[src/rtl/piso_serializer.sv]
// Parallel-in/serial-out transmitter: one WIDTH-bit word per handshake,
// sent LSB first with a frame strobe; optional even parity bit.
//
// Ports:
//   CLK, RST_n  : clock (rising edge), asynchronous active-low reset
//   load_valid  : load_data holds a word to send
//   load_data   : WIDTH-bit word, sampled only on the accept edge
//   load_ready  : registered; high while a word can be accepted
//   ser_out     : registered serial data, LSB first
//   ser_frame   : registered; high while ser_out carries a frame bit
//   done        : registered one-cycle pulse on the last frame bit
//
// Build option: define PISO_PARITY_EN to append an even-parity bit
// after the data bits (frame length WIDTH+1, done on the parity bit).

module piso_serializer #(
    parameter int WIDTH = 5
) (
    input  logic             CLK,
    input  logic             RST_n,
    input  logic             load_valid,
    input  logic [WIDTH-1:0] load_data,
    output logic             load_ready,
    output logic             ser_out,
    output logic             ser_frame,
    output logic             done
);

    localparam int CW = $clog2(WIDTH);

    localparam logic [CW-1:0] LAST = CW'(WIDTH - 1);
`ifndef PISO_PARITY_EN
    localparam logic [CW-1:0] PENULT = CW'(WIDTH - 2);
`endif

    localparam logic [1:0] IDLE   = 2'd0;
    localparam logic [1:0] SHIFT  = 2'd1;
`ifdef PISO_PARITY_EN
    localparam logic [1:0] PARITY = 2'd2;
`endif

    logic [1:0]       state;
    logic [CW-1:0]    cnt;
    // Holds the bits still to be sent; bit 0 is the next one out,
    // since bit 0 of the word goes straight to ser_out on accept.
    logic [WIDTH-1:0] sreg;
`ifdef PISO_PARITY_EN
    logic             par;
`endif

    always_ff @(posedge CLK or negedge RST_n) begin
        if (!RST_n) begin
            state      <= IDLE;
            cnt        <= '0;
            sreg       <= '0;
            load_ready <= 1'b0;
            ser_out    <= 1'b0;
            ser_frame  <= 1'b0;
            done       <= 1'b0;
`ifdef PISO_PARITY_EN
            par        <= 1'b0;
`endif
        end else begin
            case (state)
                IDLE: begin
                    // Ready comes up one edge after reset release.
                    load_ready <= 1'b1;
                    ser_out    <= 1'b0;
                    ser_frame  <= 1'b0;
                    done       <= 1'b0;
                    if (load_valid && load_ready) begin
                        state      <= SHIFT;
                        cnt        <= '0;
                        sreg       <= load_data >> 1;
                        ser_out    <= load_data[0];
                        ser_frame  <= 1'b1;
                        load_ready <= 1'b0;
`ifdef PISO_PARITY_EN
                        par        <= ^load_data;
`endif
                    end
                end
                SHIFT: begin
                    if (cnt != LAST) begin
                        cnt     <= cnt + 1'b1;
                        sreg    <= sreg >> 1;
                        ser_out <= sreg[0];
`ifndef PISO_PARITY_EN
                        // Raise done together with the final data bit.
                        done    <= (cnt == PENULT);
`endif
                    end else begin
`ifdef PISO_PARITY_EN
                        state      <= PARITY;
                        ser_out    <= par;
                        done       <= 1'b1;
`else
                        state      <= IDLE;
                        ser_out    <= 1'b0;
                        ser_frame  <= 1'b0;
                        done       <= 1'b0;
                        load_ready <= 1'b1;
`endif
                    end
                end
`ifdef PISO_PARITY_EN
                PARITY: begin
                    state      <= IDLE;
                    ser_out    <= 1'b0;
                    ser_frame  <= 1'b0;
                    done       <= 1'b0;
                    load_ready <= 1'b1;
                end
`endif
                default: begin
                    state      <= IDLE;
                    ser_out    <= 1'b0;
                    ser_frame  <= 1'b0;
                    done       <= 1'b0;
                    load_ready <= 1'b0;
                end
            endcase
        end
    end

endmodule

[config.mk]
export PLATFORM = sky130hd
export DESIGN_NAME = piso_serializer
export DESIGN_NICKNAME = d
export VERILOG_FILES = /design/src/rtl/piso_serializer.sv
export SDC_FILE = /design/constraint.sdc
export NUM_CORES = 1
export LEC_CHECK = 0
export BUFFER_PORTS_ARGS = -buffer_cell sky130_fd_sc_hd__buf_4
export CORE_AREA = 2 2 39 41
export DETAILED_ROUTE_END_ITERATION = 12
export DIE_AREA = 0 0 41 43
export PLACE_DENSITY_LB_ADDON = 0.1
export SKIP_LAST_GASP = 1
export SLEW_MARGIN = 20
export SYNTH_ARGS = -nofsm -noshare
export SYNTH_HDL_FRONTEND = slang
export SYNTH_SLANG_ARGS = --single-unit
[constraint.sdc]
create_clock -name CLK -period 1.8 [get_ports CLK]
set_clock_uncertainty 0.05 [all_clocks]
set_input_delay 0.09 -clock CLK [delete_from_list [all_inputs] [get_ports CLK]]
set_output_delay 0.09 -clock CLK [all_outputs]
set_load 0.01 [all_outputs]
==> results.cfg <==
[critical_path]
crit_arrival_ns = 1.62
end_kind = flop
cp_slowest_stage_delay_ns = 0.40
required_ns = 1.90
crit_fanout = 11
cp_slowest_cell = dfrtp_1
critPathTopFamily = flip-flops
crit_buf_inv = 1
crit_path_cell_trace = inv_1, ha_1, nand2_1, a21oi_4, a22o_1
worstSetupPathType = reg2reg
worst_setup_path_start_kind = flop

[logic_synthesis]
netlist_instances = 51
synth_nets = 62
ys_seq_area_share_pct = 51.6
synth_ff_type = dfrtp_1
ys_top_cells_by_area = dfrtp_1 (52%), ha_1 (6.5%), mux2i_1 (5.2%)
yosys.area.top_type = dfrtp_1
yosysMostFrequentCell = dfrtp_1
synth_common_cells = dfrtp_1 (12), inv_1 (5), a21oi_1 (4), and3_1 (4)
yosysTopAreaCellShare_pct = 51.6
syn_area_per_cell_um2 = 11.4
yosysUniqueCellTypes = 20
ys_ff_latch = 12
synthArstFlopShare_pct = 100
syn_area_um2 = 582
ys_warn_count = 0
synth_edf_count = 0

[cts]
post_cts_buffers = 0
clock_path_buffers = 2
insertion_delay_ns = 0.27
clk_pin_slew_ns = 0.07
hold_buffers = 1
cts-root-buf = clkbuf_4
clock-sinks = 12
htreeDepth = 1
post_cts_resized = 0
numCtsBuffers = 3
cts_tree = yes

[pwr]
ir_worst_vdd_v = 0.000682
p_per_area_nw_per_um2 = 1700
leakagePower_nw = 0.367

[route]
detail-route-antenna-nets = 0
drt_iter0_drc = 9
wl_um = 1030
dr.pass1.iters = 4
drc = 0
viasPerCell = 5.51
route.vias.total = 441
wire_per_inst_um = 12.9

[grt]
grt_max_degree = 17
grt_first_pass_wirelength_um = 1660
antenna_found_initial = 0
grt_usage_pct = 14.2
grt-ovfl-total = 0
grt_pass1_vias = 419

[floorplan]
die_h_um = 43
initial_core_util_pct = 42.0
die_width_um = 41
row_count = 14
coreArea_um2 = 1380
io_pins = 12
die_area_um2 = 1760

[sta]
tns_ns = 0
grt_setup_unrepaired = no
min_period_ns = 1.52
tightest_slew_ns = 0.462
final-setup-viol-count = 0
fmax_ghz = 0.658
final_max_slew_viol_count = 0
slew_headroom_pct = 69.1
hold_ws_ns = 0.00484
period_share_pct = 84.4
hold_violations = 0

[final_layout]
drive_gt1_share_pct = 26.6
area_delta_synth_final_pct = 20.4
nFillCells = 127
antenna_cells = 0
final_area_um2 = 701
finish.net_count = 77
utilization_pct = 50.6

[placement]
hpwl_um = 783
io_buffers = 11
gp_congestion = 0.670
dpl_cell_area_um2 = 668

[outcome]
outcome = finished clean

[flow_run]
maxCapViolCount = 0

[hold_path]
hold_class = in2reg
cells in the final DEF, fill, tap and decap left out, drive strengths merged:
| cell | instances |
|---|---|
| a21oi | 5 |
| and3 | 4 |
| dlygate4sd3 | 1 |
| inv | 5 |
| mux2i | 3 |
| a31oi | 2 |
| clkbuf | 3 |
| and3b | 1 |
| a22o | 2 |
| a32o | 1 |
| nand3 | 2 |
| a211oi | 3 |
| nand2 | 2 |
| nor2b | 1 |
| a31o | 1 |
| ha | 3 |
| buf | 12 |
| dfrtp | 12 |
| o21ai | 1 |
registers in the layout, indices dropped and copies added, names as in the netlist:
name / flops
load_ready: 1
ser_frame: 1
done: 1
state: 1
cnt: 3
ser_out: 1
sreg: 4
cells by family (layout without fill, tap and decap cells):
family	Yosys count	count (layout)	share of synthesized area [%]
AOI/OAI and AO/OA	15	15	19.4
adders and majority gates	3	3	6.45
buffers and inverters	8	21	7.31
DFF	12	12	51.6
muxes	3	3	5.16
and+or+nand+nor	10	10	10.1
stage by stage:
| step | std cells | setup WS [ns] | total power, mW |
|---|---|---|---|
| 3_3_place_gp | 76 | 0.342 | 1.03 |
| 5_1_grt | 80 | 0.234 | 1.29 |
| 3_5_place_dp | 76 | 0.291 | 1.04 |
| 4_1_cts | 80 | 0.280 | 1.20 |
| 2_1_floorplan | 51 | 0.499 | 0.908 |
| 6_report | 80 | 0.281 | 1.19 |
worst register-to-register path, cell delays in order (launching register included):
cell	delay, ns
dfrtp_1	0.40
inv_1	0.06
ha_1	0.19
nand2_1	0.36
a21oi_4	0.13
a22o_1	0.24
cell type report:
type                            count  area, um^2  share of cell area, %
Clock buffer                        3        22.5                   3.21
Inverter                            5        18.8                   2.68
Multi-Input combinational cell     31         239                   34.1
Sequential cell                    12         300                   42.9
Tap cell                           16        20.0                   2.86
Timing Repair Buffer               13         100                   14.3
worst paths after layout:
check | from | endpoint | slack (ns) | cells past startpoint
max in group asynchronous | RST_n | sreg[1]$_DFFE_PN0P_ | 1.41 | 2
min reg2reg | sreg[3]$_DFFE_PN0P_ | sreg[3]$_DFFE_PN0P_ | 0.47 | 1
min | load_data[4] | sreg[3]$_DFFE_PN0P_ | 0.005 | 2
min in group asynchronous | RST_n | ser_frame$_DFFE_PN0P_ | 0.14 | 2
max | cnt[0]$_DFFE_PN0P_ | cnt[0]$_DFFE_PN0P_ | 0.28 | 5
max reg2reg | cnt[0]$_DFFE_PN0P_ | cnt[0]$_DFFE_PN0P_ | 0.28 | 5
report_power, final:
group / switching, mW / internal (mW)
combinational: 0.284 / 0.259
sequential: 0.0972 / 0.396
clock: 0.0809 / 0.0773
total: 0.462 / 0.732
layer usage:
layer / vias to the layer above / track usage, % / part of all wire, %
met3: 2 / 3.14 / 5.0
met2: 11 / 19.7 / 48
met1: 217 / 19.8 / 46
met4: 0 / 8.00 / 0.87
met5: - / 0 / 0
li1: 211 / - / -
Power figures use the tool's default switching activity.
